--- config.mk ---
export PLATFORM = sky130hd
export DESIGN_NAME = rtc_write_sequencer_flat
export DESIGN_NICKNAME = d
export VERILOG_FILES = /design/src/rtl/rtc_write_sequencer_if.sv /design/src/rtl/rtc_write_sequencer.sv /design/src/flat_wrapper.sv
export SDC_FILE = /design/constraint.sdc
export NUM_CORES = 1
export LEC_CHECK = 0
export CAP_MARGIN = 30
export CELL_PAD_IN_SITES_DETAIL_PLACEMENT = 1
export CELL_PAD_IN_SITES_GLOBAL_PLACEMENT = 1
export CORE_ASPECT_RATIO = 0.75
export CORE_MARGIN = 2
export CORE_UTILIZATION = 24
export CTS_BUF_LIST = sky130_fd_sc_hd__clkbuf_8
export DETAILED_ROUTE_END_ITERATION = 8
export GPL_ROUTABILITY_DRIVEN = 1
export PLACE_DENSITY = 0.56
export SYNTH_ARGS = -nofsm -noshare
export SYNTH_HDL_FRONTEND = slang
export SYNTH_SLANG_ARGS = --single-unit
--- constraint.sdc ---
create_clock -name clk -period 2.95 [get_ports clk]
set_input_delay 0.59 -clock clk [delete_from_list [all_inputs] [get_ports clk]]
set_output_delay 0.59 -clock clk [all_outputs]
set_load 0.005 [all_outputs]
--- src/rtl/rtc_write_sequencer_if.sv ---
// rtc_write_sequencer_if: RTC multiplexed address/data pin bundle
interface rtc_write_sequencer_if;
  logic [7:0] bus_out;
  logic bus_oe, ad_sel, cs_n, wr_n, rd_n;
  modport master(output bus_out, bus_oe, ad_sel, cs_n, wr_n, rd_n);
  modport slave(input bus_out, bus_oe, ad_sel, cs_n, wr_n, rd_n);
endinterface

--- src/rtl/rtc_write_sequencer.sv ---
// rtc_write_sequencer: writes nine time/date registers plus a transfer command over the RTC A/D bus
module rtc_write_sequencer #(
  parameter int T_STROBE = 4,
  parameter logic [7:0] CMD = 8'hF0
) (
  input  logic clk,
  input  logic reset,
  input  logic start,
  input  logic [7:0] data_in,
  output logic [3:0] sel_reg,
  output logic busy,
  output logic done,
  rtc_write_sequencer_if.master bus
);
  typedef enum logic [2:0] {IDLE, SETUP, STROBE, HOLD, DONE} state_t;
  localparam logic [3:0] LAST = 4'(T_STROBE - 1);
  state_t state, state_n;
  logic [3:0] item, item_n, cnt, cnt_n, addr_n;
  logic phase, phase_n, drive_n;
  logic [7:0] data, data_n;
  always_comb begin
    state_n = state;
    item_n = item;
    phase_n = phase;
    cnt_n = cnt;
    data_n = data;
    case (state)
      IDLE: if (start) begin
        state_n = SETUP;
        item_n = 4'd0;
        phase_n = 1'b0;
      end
      SETUP: begin
        state_n = STROBE;
        cnt_n = 4'd0;
      end
      STROBE: if (cnt == LAST) state_n = HOLD; else cnt_n = cnt + 4'd1;
      HOLD: if (!phase) begin
        state_n = SETUP;
        phase_n = 1'b1;
        data_n = item == 4'd9 ? CMD : data_in;
      end else if (item != 4'd9) begin
        state_n = SETUP;
        phase_n = 1'b0;
        item_n = item + 4'd1;
      end else state_n = DONE;
      default: state_n = IDLE;
    endcase
  end
  // Pins are registered from the next-state view so they line up with the state they describe.
  assign drive_n = state_n == SETUP || state_n == STROBE || state_n == HOLD;
  assign addr_n = item_n == 4'd9 ? 4'hD : 4'h4 + item_n;
  assign bus.rd_n = 1'b1;
  always_ff @(posedge clk) begin
    if (!reset) begin
      state <= IDLE;
      item <= 4'd0;
      phase <= 1'b0;
      cnt <= 4'd0;
      data <= 8'h00;
      sel_reg <= 4'h0;
      busy <= 1'b0;
      done <= 1'b0;
      bus.bus_out <= 8'h00;
      bus.bus_oe <= 1'b0;
      bus.ad_sel <= 1'b0;
      bus.cs_n <= 1'b1;
      bus.wr_n <= 1'b1;
    end else begin
      state <= state_n;
      item <= item_n;
      phase <= phase_n;
      cnt <= cnt_n;
      data <= data_n;
      sel_reg <= item_n == 4'd9 ? 4'hF : item_n;
      busy <= drive_n;
      done <= state_n == DONE;
      bus.bus_out <= !drive_n ? 8'h00 : phase_n ? data_n : {4'h0, addr_n};
      bus.bus_oe <= drive_n;
      bus.ad_sel <= drive_n && phase_n;
      bus.cs_n <= state_n != STROBE;
      bus.wr_n <= state_n != STROBE;
    end
  end
endmodule

--- src/flat_wrapper.sv ---
// flat-port wrapper written by rule: the top's interface ports become plain ports
module rtc_write_sequencer_flat 
#(
  parameter int T_STROBE = 4,
  parameter logic [7:0] CMD = 8'hF0
)
  (clk, reset, start, data_in, sel_reg, busy, done, bus_bus_out, bus_bus_oe, bus_ad_sel, bus_cs_n, bus_wr_n, bus_rd_n);
  rtc_write_sequencer_if bus_i ();
  input  logic clk;
  input  logic reset;
  input  logic start;
  input  logic [7:0] data_in;
  output logic [3:0] sel_reg;
  output logic busy;
  output logic done;
  output wire logic [$bits(bus_i.bus_out)-1:0] bus_bus_out;
  output wire logic [$bits(bus_i.bus_oe)-1:0] bus_bus_oe;
  output wire logic [$bits(bus_i.ad_sel)-1:0] bus_ad_sel;
  output wire logic [$bits(bus_i.cs_n)-1:0] bus_cs_n;
  output wire logic [$bits(bus_i.wr_n)-1:0] bus_wr_n;
  output wire logic [$bits(bus_i.rd_n)-1:0] bus_rd_n;
  assign bus_bus_out = bus_i.bus_out;
  assign bus_bus_oe = bus_i.bus_oe;
  assign bus_ad_sel = bus_i.ad_sel;
  assign bus_cs_n = bus_i.cs_n;
  assign bus_wr_n = bus_i.wr_n;
  assign bus_rd_n = bus_i.rd_n;
  rtc_write_sequencer #(.T_STROBE(T_STROBE), .CMD(CMD)) u_core (.clk(clk), .reset(reset), .start(start), .data_in(data_in), .sel_reg(sel_reg), .busy(busy), .done(done), .bus(bus_i));
endmodule
==> key figures <==
Clock network
  – CTS buffer count: 5
  – Clock sink count: 36
  – CTS resizes: 0
  – H-tree depth: 2
  – Worst skew pair latency: 0.30 ns
  – Setup Fix Bufs, Post-CTS: 0
  – Hold buffers post-CTS: 0
  – Clock Pin Slew Worst Setup and Hold Paths: 0.08 ns
  – Max Buffers Root-to-Sink: 2
  – CTS tree: done
  – Clock Root Buffer: clkbuf_8

Synth
  – Post-Syn Area: 1634 um2
  – Yosys top cell by area: dfxtp_1
  – Avg Inst Size Synth: 9.844 um2
  – Top-count cell post-synth: dfxtp_1
  – Post-synth top cells: 36 x dfxtp_1, 11 x nand2_1, 10 x inv_1
  – Sequential fraction of the synthesis area: 44.10%
  – Area contributors post-synth: dfxtp_1 44%, a211oi_1 3.2%, ha_1 3.1%
  – Warnings from Yosys: 0
  – Post-synth top area share: 44.10%
  – Post-synth EDFFs: 0
  – Mapped Nets: 181
  – Cell count after synthesis: 166
  – Library cells used by synthesis: 51
  – Async S/R FF share, synth: 0%
  – Ys flop type: dfxtp_1
  – Yosys reg bits: 36

Worst setup path
  – CP Max Fanout: 4
  – Crit path DAT: 2.50 ns
  – WP data required: 3.16 ns
  – Crit path max-delay family: simple AND/OR/NAND/NOR gates
  – R2r worst-path depth: 9
  – Setup Crit Path Kind: in -> reg
  – CP peak stage delay: 0.54 ns
  – Worst Setup End Kind: register
  – R2R Path End: u_core.bus.bus_out[3]
  – Startpoint types: input pin
  – Critical-path cell list: clkdlybuf4s50_1 -> or4b_4 -> o211ai_2 -> nand2_1 -> inv_1 -> ha_1 -> a21boi_0 -> a211oi_1
  – Crit-path slowest cell: clkdlybuf4s50_1
  – CP bufs+invs: 2
  – R2r setup slk: 0.69 ns
  – R2r startpoint: u_core.item[1]

Route
  – Initial DRC count: 34
  – Remaining routing DRC violations: 0
  – Initial DRT Pass Iterations: 4
  – DR vias/cell: 4.628
  – Antenna viol nets, final: 0
  – Final wirelength: 3934 um
  – Average wire per standard cell: 14.20 um
  – Via Count: 1,282

Global route
  – Largest net degree at the start of global routing: 26
  – All-Layer GR Usage: 11.00%
  – Vias in the first global route: 1,219
  – GRT overflow: 0
  – First-pass GRT wire length: 6361 um
  – Initial antenna violation count: 0

Outcome
  – Status: finished clean

Floorplanning
  – Num rows: 26
  – Starting density of the core: 24.38%
  – Die Width: 99.28 um
  – Core area: 6701 um2
  – Die Area: 7492 um2
  – Ports: 30
  – Die Ht: 75.46 um

Power and ir drop
  – Static Leak: 0.7788 nW
  – Worst IR drop on VDD: 0.0002352 V
  – Power Density: 501.0 nW/um2

Timing
  – Final setup fails: 0
  – RSZ-0062 raised after global routing: no
  – Max-slew headroom: 64.04%
  – Slew Limit Fails: 0
  – Final hold vios: 0
  – Worst slew pin tran: 0.5386 ns
  – Min cycle time layout: 2.290 ns
  – Final period util: 77.62%
  – Skew final: 0.005973 ns
  – Worst hold slack: 0.4956 ns
  – Total Neg Setup Slack: 0 ns
  – Fmax: 0.4367 GHz

Layout
  – Area Overhead vs Synth: 26.72%
  – FILL cells: 769
  – Top flop regs: u_core.bus.bus_out x8, u_core.data x8
  – Ant diodes: 0
  – Layout net count: 207
  – Fin util: 30.90%
  – Share of layout cells above drive strength 1: 13.47%

Place
  – Final HPWL DP: 2752 um
  – Gp weighted congestion: 0.7660
  – I/O Buffers: 28

Worst hold path
  – HP Start: u_core.cnt[0]
  – WHS Endpoint: u_core.cnt[0]
  – Hold depth: 1
  – Min-delay worst type: reg -> reg

Job
  – MaxCap Viol Count: 0
-- layout make-up --
cell class / instances / area (um2) / area share [%]
Multi-Input combinational cell: 107 / 789.5 / 38.13
Tap cell: 84 / 105.1 / 5.076
Clock buffer: 5 / 68.82 / 3.323
Timing Repair Buffer: 31 / 302.8 / 14.62
Sequential cell: 36 / 720.7 / 34.80
Clock inverter: 3 / 42.54 / 2.054
Inverter: 11 / 41.29 / 1.994
-- placed cells by master (no fill, tap or decap), types with 3 or more instances in the layout --
master,n
dfxtp_1,36
clkdlybuf4s50_1,28
nand2_1,11
inv_1,10
nor2_1,8
nor2b_1,8
a211oi_1,7
o22ai_1,6
clkbuf_8,5
nand2b_1,4
a22oi_1,4
ha_1,4
and2_1,3
o211ai_1,3
a21oi_1,3
o21ai_0,3
and3_1,3
buf_4,3
-- through the flow --
stage | power, mW | instances | instance area, um2 | setup slack [ns]
floorplan | 0.5723 | 166 | 1634 | 0.8761
global placement | 0.6051 | 269 | 1959 | 0.4075
detailed placement | 0.6053 | 269 | 1959 | 0.3664
CTS | 1.051 | 277 | 2071 | 0.6709
global route | 1.086 | 277 | 2071 | 0.5360
finish | 1.037 | 277 | 2071 | 0.6603
-- report_power, final --
part	switching [mW]	total (mW)	internal, mW
Sequential	0.00579	0.502	0.496
Clock	0.194	0.444	0.250
Combinational	0.0462	0.0916	0.0454
-- logic make-up after synthesis --
| family | share of synthesized area (%) |
|---|---|
| multiplexers | 0.6126 |
| flip-flops | 44.10 |
| adder cells (fa/ha/maj) | 3.063 |
| AO/OA/AOI/OAI | 21.90 |
| other | 0.2295 |
| buffers and inverters | 7.580 |
| AND/OR/NAND/NOR | 22.51 |
-- worst max-delay path by stage --
stage	startpoint	to	slack [ns]	cells after the start
2_1_floorplan	u_core.item[1]	u_core.bus.bus_out[3]	0.88	10
3_3_place_gp	start	u_core.bus.bus_out[3]	0.41	8
3_5_place_dp	start	u_core.bus.bus_out[3]	0.37	8
4_1_cts	start	u_core.bus.bus_out[3]	0.67	8
5_1_grt	u_core.item[1]	u_core.bus.bus_out[3]	0.54	9
6_report	start	u_core.bus.bus_out[3]	0.66	8
-- metal layers --
metal / global-route usage, % / part of all wire, % / wire, um / up-vias
met5: 0 / 0 / 0 / -
met4: 3.653 / 1.6 / 61 / 0
met3: 3.853 / 5.2 / 204 / 5
met2: 15.77 / 41 / 1615 / 26
met1: 15.44 / 52 / 2053 / 605
li1: - / - / - / 646
(Power assumes the default switching activity.)
